$ cat config.mk
export PLATFORM = sky130hd
export DESIGN_NAME = uart_tx_multi
export DESIGN_NICKNAME = d
export VERILOG_FILES = /design/src/rtl/uart_tx_pkg.sv /design/src/rtl/uart_baud_gen.sv /design/src/rtl/uart_tx_multi.sv
export SDC_FILE = /design/constraint.sdc
export NUM_CORES = 1
export LEC_CHECK = 0
export CAP_MARGIN = 5
export CELL_PAD_IN_SITES_DETAIL_PLACEMENT = 1
export CELL_PAD_IN_SITES_GLOBAL_PLACEMENT = 1
export CORE_MARGIN = 8
export CORE_UTILIZATION = 35
export DETAILED_ROUTE_END_ITERATION = 10
export GPL_ROUTABILITY_DRIVEN = 0
export GPL_TIMING_DRIVEN = 1
export PLACE_DENSITY_LB_ADDON = 0.15
export SYNTH_ARGS = -nofsm -noshare
export SYNTH_HDL_FRONTEND = slang
export SYNTH_HIERARCHICAL = 1
export SYNTH_SLANG_ARGS = --single-unit
export TNS_END_PERCENT = 30
$ cat constraint.sdc
create_clock -name clk -period 2.5 [get_ports clk]
set_input_delay 0.625 -clock clk [delete_from_list [all_inputs] [get_ports clk]]
set_output_delay 0.625 -clock clk [all_outputs]
set_load 0.02 [all_outputs]
$ cat src/rtl/uart_tx_pkg.sv
`default_nettype none
// ============================================================================
//  Module      : uart_tx_pkg
//  Description : Shared types and helpers for the multi-channel UART
//                transmitter. Provides the per-channel state encoding, the
//                baud divisor calculation, counter width helpers and the
//                configuration legality check used at elaboration.
//                The optional parity stage is enabled by UART_TX_MULTI_PARITY_EN.
//  Revision    : 1.0  initial release
// ============================================================================
package uart_tx_pkg;

    // Per-channel frame state. ST_PARITY is only reachable when
    // UART_TX_MULTI_PARITY_EN is defined.
    typedef enum logic [2:0] {
        ST_IDLE   = 3'd0,
        ST_START  = 3'd1,
        ST_DATA   = 3'd2,
        ST_PARITY = 3'd3,
        ST_STOP   = 3'd4
    } tx_state_t;

    // Clock cycles per bit. A zero baud rate yields 0 so the configuration
    // check flags it instead of dividing by zero.
    function automatic int calc_div(input int clock_rate, input int baud_rate);
        return (baud_rate > 0) ? (clock_rate / baud_rate) : 0;
    endfunction

    // Width of a counter that runs 0..count-1; never narrower than one bit.
    function automatic int cnt_width(input int count);
        return (count < 2) ? 1 : $clog2(count);
    endfunction

    // Legal configuration space of the transmitter.
    function automatic bit cfg_ok(input int div, input int num_ch,
                                  input int data_bits, input int stop_bits,
                                  input int parity_odd);
        return (div >= 1) &&
               (num_ch >= 1) && (num_ch <= 8) &&
               (data_bits >= 5) && (data_bits <= 8) &&
               ((stop_bits == 1) || (stop_bits == 2)) &&
               ((parity_odd == 0) || (parity_odd == 1));
    endfunction

endpackage
`default_nettype wire

$ cat src/rtl/uart_baud_gen.sv
`default_nettype none
// ============================================================================
//  Module      : uart_baud_gen
//  Description : Free-running 0..DIV-1 counter producing a one-cycle tick
//                when the count equals DIV-1. The first tick therefore
//                arrives DIV cycles after reset release. With DIV = 1 the
//                tick is permanently high.
//  Ports       : clk   - system clock
//                reset - asynchronous active-high reset
//                tick  - single-cycle bit-time strobe
//  Revision    : 1.0  initial release
// ============================================================================
module uart_baud_gen
    import uart_tx_pkg::*;
#(
    parameter int DIV = 10
) (
    input  logic clk,
    input  logic reset,
    output logic tick
);

    localparam int            C_CW   = cnt_width(DIV);
    localparam logic [C_CW-1:0] C_LAST = C_CW'(DIV - 1);

    logic [C_CW-1:0] cnt_q;
    logic [C_CW-1:0] cnt_d;

    always_comb begin
        cnt_d = (cnt_q == C_LAST) ? '0 : (cnt_q + C_CW'(1));
    end

    always_ff @(posedge clk or posedge reset) begin
        if (reset) begin
            cnt_q <= '0;
        end else begin
            cnt_q <= cnt_d;
        end
    end

    assign tick = (cnt_q == C_LAST);

endmodule
`default_nettype wire

$ cat src/rtl/uart_tx_multi.sv
`default_nettype none
// ============================================================================
//  Module      : uart_tx_multi
//  Description : NUM_CH independent UART transmitters sharing one baud tick.
//                Each channel has a valid/ready input with a one-entry
//                holding buffer so frames can run back-to-back.
//                Frame: start(0), DATA_BITS data LSB first, optional parity,
//                STOP_BITS stop bits (1).
//                Optional feature macro: UART_TX_MULTI_PARITY_EN inserts a
//                parity bit (even, or odd when PARITY_ODD = 1).
//  Ports       : clk      - system clock
//                reset    - asynchronous active-high reset
//                tx_data  - per-channel byte, channel i at [i*DATA_BITS +: DATA_BITS]
//                tx_valid - per-channel byte valid
//                tx_ready - per-channel holding buffer empty
//                tx_pin   - per-channel serial line, idle high, registered
//                busy     - channel framing a byte or holding one
//  Revision    : 1.0  initial release
// ============================================================================
module uart_tx_multi
    import uart_tx_pkg::*;
#(
    parameter int CLOCK_RATE = 1000,
    parameter int BAUD_RATE  = 100,
    parameter int NUM_CH     = 2,
    parameter int DATA_BITS  = 8,
    parameter int STOP_BITS  = 1,
    parameter int PARITY_ODD = 0
) (
    input  logic                          clk,
    input  logic                          reset,
    input  logic [NUM_CH*DATA_BITS-1:0]   tx_data,
    input  logic [NUM_CH-1:0]             tx_valid,
    output logic [NUM_CH-1:0]             tx_ready,
    output logic [NUM_CH-1:0]             tx_pin,
    output logic [NUM_CH-1:0]             busy
);

    localparam int C_DIV = calc_div(CLOCK_RATE, BAUD_RATE);
    localparam int C_BCW = $clog2(DATA_BITS + 1);

    generate
        if (!cfg_ok(C_DIV, NUM_CH, DATA_BITS, STOP_BITS, PARITY_ODD)) begin : g_cfg_err
            $error("uart_tx_multi: illegal configuration (DIV, NUM_CH, DATA_BITS, STOP_BITS or PARITY_ODD)");
        end
    endgenerate

    logic w_tick;

    uart_baud_gen #(
        .DIV (C_DIV)
    ) u_baud_gen (
        .clk   (clk),
        .reset (reset),
        .tick  (w_tick)
    );

    generate
        for (genvar gi = 0; gi < NUM_CH; gi++) begin : g_ch
            tx_state_t              state_q, state_d;
            logic [DATA_BITS-1:0]   shift_q, shift_d;
            logic [DATA_BITS-1:0]   hold_q, hold_d;
            logic                   hold_valid_q, hold_valid_d;
            logic                   pin_q, pin_d;
            logic [C_BCW-1:0]       bit_cnt_q, bit_cnt_d;
            logic                   stop_cnt_q, stop_cnt_d;
            logic                   w_load;
`ifdef UART_TX_MULTI_PARITY_EN
            logic                   parity_q, parity_d;
`endif

            always_comb begin
                state_d      = state_q;
                shift_d      = shift_q;
                hold_d       = hold_q;
                hold_valid_d = hold_valid_q;
                pin_d        = pin_q;
                bit_cnt_d    = bit_cnt_q;
                stop_cnt_d   = stop_cnt_q;
                w_load       = 1'b0;
`ifdef UART_TX_MULTI_PARITY_EN
                parity_d     = parity_q;
`endif

                // Fill the holding buffer; it is only accepted while empty,
                // so this never collides with the load below.
                if (tx_valid[gi] && !hold_valid_q) begin
                    hold_d       = tx_data[gi*DATA_BITS +: DATA_BITS];
                    hold_valid_d = 1'b1;
                end

                if (w_tick) begin
                    case (state_q)
                        ST_IDLE: begin
                            w_load = hold_valid_q;
                        end
                        ST_START: begin
                            pin_d     = shift_q[0];
                            shift_d   = shift_q >> 1;
                            bit_cnt_d = C_BCW'(1);
                            state_d   = ST_DATA;
                        end
                        ST_DATA: begin
                            // bit_cnt counts data bits already placed on the line.
                            if (bit_cnt_q == C_BCW'(DATA_BITS)) begin
`ifdef UART_TX_MULTI_PARITY_EN
                                pin_d   = parity_q;
                                state_d = ST_PARITY;
`else
                                pin_d      = 1'b1;
                                stop_cnt_d = 1'b0;
                                state_d    = ST_STOP;
`endif
                            end else begin
                                pin_d     = shift_q[0];
                                shift_d   = shift_q >> 1;
                                bit_cnt_d = bit_cnt_q + C_BCW'(1);
                            end
                        end
`ifdef UART_TX_MULTI_PARITY_EN
                        ST_PARITY: begin
                            pin_d      = 1'b1;
                            stop_cnt_d = 1'b0;
                            state_d    = ST_STOP;
                        end
`endif
                        ST_STOP: begin
                            if (stop_cnt_q == 1'(STOP_BITS - 1)) begin
                                // Final stop bit ends: chain straight into the
                                // next frame if one is waiting.
                                w_load  = hold_valid_q;
                                state_d = ST_IDLE;
                                pin_d   = 1'b1;
                            end else begin
                                stop_cnt_d = stop_cnt_q + 1'b1;
                            end
                        end
                        default: begin
                            state_d = ST_IDLE;
                            pin_d   = 1'b1;
                        end
                    endcase

                    if (w_load) begin
                        shift_d      = hold_q;
                        hold_valid_d = 1'b0;
                        state_d      = ST_START;
                        pin_d        = 1'b0;
`ifdef UART_TX_MULTI_PARITY_EN
                        parity_d     = (^hold_q) ^ (PARITY_ODD != 0);
`endif
                    end
                end
            end

            always_ff @(posedge clk or posedge reset) begin
                if (reset) begin
                    state_q      <= ST_IDLE;
                    shift_q      <= '0;
                    hold_q       <= '0;
                    hold_valid_q <= 1'b0;
                    pin_q        <= 1'b1;
                    bit_cnt_q    <= '0;
                    stop_cnt_q   <= 1'b0;
`ifdef UART_TX_MULTI_PARITY_EN
                    parity_q     <= 1'b0;
`endif
                end else begin
                    state_q      <= state_d;
                    shift_q      <= shift_d;
                    hold_q       <= hold_d;
                    hold_valid_q <= hold_valid_d;
                    pin_q        <= pin_d;
                    bit_cnt_q    <= bit_cnt_d;
                    stop_cnt_q   <= stop_cnt_d;
`ifdef UART_TX_MULTI_PARITY_EN
                    parity_q     <= parity_d;
`endif
                end
            end

            assign tx_pin[gi]   = pin_q;
            assign tx_ready[gi] = !hold_valid_q;
            assign busy[gi]     = (state_q != ST_IDLE) | hold_valid_q;
        end
    endgenerate

endmodule
`default_nettype wire

==> flow_summary.yaml <==
global_route:
  grt_max_degree: 35
  grt_pass1_vias: 2145
  globalRoute.totalOverflow: 0
  grtUsageMet3_pct: 2.48
  met1_usage_pct: 17.7
  antenna_found_initial: 0
  gr-usage-met2_pct: 20.3
  top_usage_layer: "met2"
  grt_usage_pct: 12.9
  grt_first_pass_wirelength_um: 10900
clocking:
  cts_tree: "yes"
  cts_buffers: 5
  clk_latency_ns: 0.30
  clockBufferDepth: 2
  numClockSinks: 54
  cts_setup_buffers: 0
  clk_pin_slew_worst_paths_ns: 0.09
  cts-root-buf: "clkbuf_8"
  cts-htree-levels: 2
  cts.hold.buffers_added: 0
yosys:
  ys.warnings.count: 6
  ys_types: 45
  synth-simple-area-share_pct: 15.9
  synthAdderAreaFrac_pct: 1.87
  ys_seq_elements: 54
  postSynthAreaPerCell_um2: 10.7
  muxShareOfSynthArea_pct: 7.58
  synthCells: 249
  synthXorXnorAreaFrac_pct: 0.328
  synth_seq_area_share_pct: 50.6
  netlist_area_um2: 2670
  synth-compound-area-share_pct: 18.5
  synthArstFlopShare_pct: 100
  synth_top_family_by_area: "compound AO/OA/AOI/OAI gates"
  synth_fp_nets: 273
  synth_edf_count: 0
  ys.flop_type: "dfrtp_1"
min_path:
  hp-start: "g_ch[1].pin_q"
  holdCritPathClass: "flip-flop to flip-flop"
worst_setup_path:
  worstSetupEndpoint: "busy[0]"
  critPathLaunch: "g_ch[0].hold_valid_q"
  crit_type: "flip-flop to primary output"
  r2r_slack_ns: 0.52
  r2r_end: "g_ch[1].shift_q[6]"
  path_max_fanout: 5
  worst_setup_path_start_kind: "flip-flop"
  r2r_start: "u_baud_gen/cnt_q[2]"
  r2r_cells: 7
  cp.required_ns: 1.88
  endpoint_kind: "primary output"
  critPathArrivalTime_ns: 1.51
floorplan:
  row_count: 32
  io_pins: 26
  fp.coreArea_um2: 7570
  die_w_um: 103
  initial_core_util_pct: 35.3
  dieHeight_um: 103
  design.die.area_um2: 10700
placed_design:
  dp_slack_ns: 0.360
  io_buffer_count: 25
  hpwl_um: 4440
route:
  avgRoutedWirePerCell_um: 16.4
  drtAntennaViolNets: 0
  wl_um: 6190
  drtIter0Drc: 105
  vias_per_cell: 5.36
  drt_drc_violations_left: 0
  num_vias: 2019
  drt_pass1_iterations: 4
timing:
  setup_slack_ns: 0.370
  fmax_mhz: 469
  setup_tns_ns: 0
  finalHoldViolations: 0
  post-route-period-util_pct: 85.2
  setup_viol: 0
  finalWorstPathRequiredPeriod_ns: 2.13
  slew_violations: 0
  grt_setup_unrepaired: "false"
  maxSlewHeadroom_pct: 66.8
  fin_skew_ns: 0.00395
  tightest_slew_ns: 0.499
run:
  cap_violations: 0
layout:
  fin_nets: 299
  syn_to_final_growth_pct: 17.6
  antenna_cells: 0
  drive_gt1_share_pct: 17.8
power_and_ir_drop:
  total_leakage_power_uw: 0.00139
  power_density_nw_per_um2: 518
  vdd_drop_max_mv: 0.223
outcome:
  status: "finished clean"
-- synthesized netlist by cell type, drive strengths merged (5+ instances only) --
cell / count / area (µm²)
dfrtp: 52 / 1300
nand2: 21 / 78.8
mux2: 18 / 203
inv: 15 / 56.3
o21ai: 14 / 70.1
nand3: 11 / 60.1
buf: 10 / 57.6
a2bb2oi: 9 / 78.8
o22ai: 8 / 50.1
or3: 8 / 50.1
nor2b: 7 / 46.3
o221a: 7 / 78.8
o221ai: 7 / 61.3
clkbuf: 6 / 25.0
nor2: 6 / 22.5
a21oi: 5 / 25.0
nand2b: 5 / 31.3
-- placed cells by master, fill, tap and decap left out, drive strengths merged, types with 2 or more instances in the layout --
master,netlist,final
or3b,2,2
dfrtp,52,52
o22ai,8,8
a22o,2,2
buf,10,10
o21ai,14,14
or3,8,8
a2bb2oi,9,9
nand2b,5,5
nor2b,7,7
or4,3,3
clkbuf,6,5
o21a,4,4
clkdlybuf4s50,0,23
a21oi,5,5
o221ai,7,7
ha,4,4
nor2,6,6
and3b,2,2
dlymetal6s2s,0,2
nand2,21,21
o221a,7,7
nand3,11,11
nor3,3,3
clkinv,0,2
dfstp,2,2
mux2,18,18
nand3b,3,3
o31ai,2,2
inv,15,15
-- per-layer routing --
layer	up-vias	routed length, µm
li1	965	-
met4	0	67
met3	7	133
met2	17	2890
met5	-	0
met1	1030	3100
-- metrics by stage --
step,utilization (%),hold WS [ns],total power (µW),area (µm²),std cells
2_1_floorplan,-,0.391,1110,2670,249
3_3_place_gp,40.5,0.476,1180,3060,370
3_5_place_dp,40.5,0.485,1190,3060,370
4_1_cts,41.5,0.499,1660,3140,377
5_1_grt,41.6,0.521,1720,3150,377
6_report,41.6,0.488,1630,3150,377
-- how the worst min path moves through the flow --
stage	end	slack [ns]	depth (start not counted)
3_5_place_dp	g_ch[1].pin_q	0.48	2
5_1_grt	g_ch[0].pin_q	0.52	2
2_1_floorplan	u_baud_gen/cnt_q[0]	0.39	1
4_1_cts	g_ch[1].pin_q	0.50	2
3_3_place_gp	g_ch[1].pin_q	0.48	2
6_report	g_ch[1].pin_q	0.49	2
-- final cells by class --
class	count	area (µm²)
fillers	843	4420
clock inverters	2	10.0
inverters	15	56.3
multi-input cells	164	1190
clock buffers	5	68.8
flip-flops and latches	54	1350
repair buffers	35	343
well taps	102	128
-- where the power goes --
part	total (µW)	switching (µW)	leakage (µW)	internal, µW
clock network	466	277	0.0000438	189
logic	175	63.4	0.000704	112
registers	988	43.1	0.000645	945
total	1630	384	0.00139	1250
-- repair_timing --
| item | CTS | global route |
|---|---|---|
| gates resized for setup | 0 | 2 |
| endpoints found under the hold margin | 0 | 0 |
| endpoints found under the setup margin | 0 | 2 |
-- sequential cells by signal (all words and copies together) (netlist names) --
name,count
u_baud_gen/cnt_q,4
g_ch.state_q,6
g_ch.bit_cnt_q,8
g_ch.pin_q,2
g_ch.shift_q,16
g_ch.hold_q,16
g_ch.hold_valid_q,2
-- kinds of logic (layout without fill, tap and decap cells) --
family	Yosys count	count (layout)
simple gates	76	76
compound gates	65	65
flops	54	54
buf+inv	31	57
mux	18	18
fa+ha+maj	4	4
xor+xnor	1	1
-- worst max-delay path, stage by stage (launching register included) --
cell and delay (ns):
dfrtp_1 0.43, or4_1 0.54, dlymetal6s2s_1 0.23
Note: power is estimated with default switching activity, not from simulation.
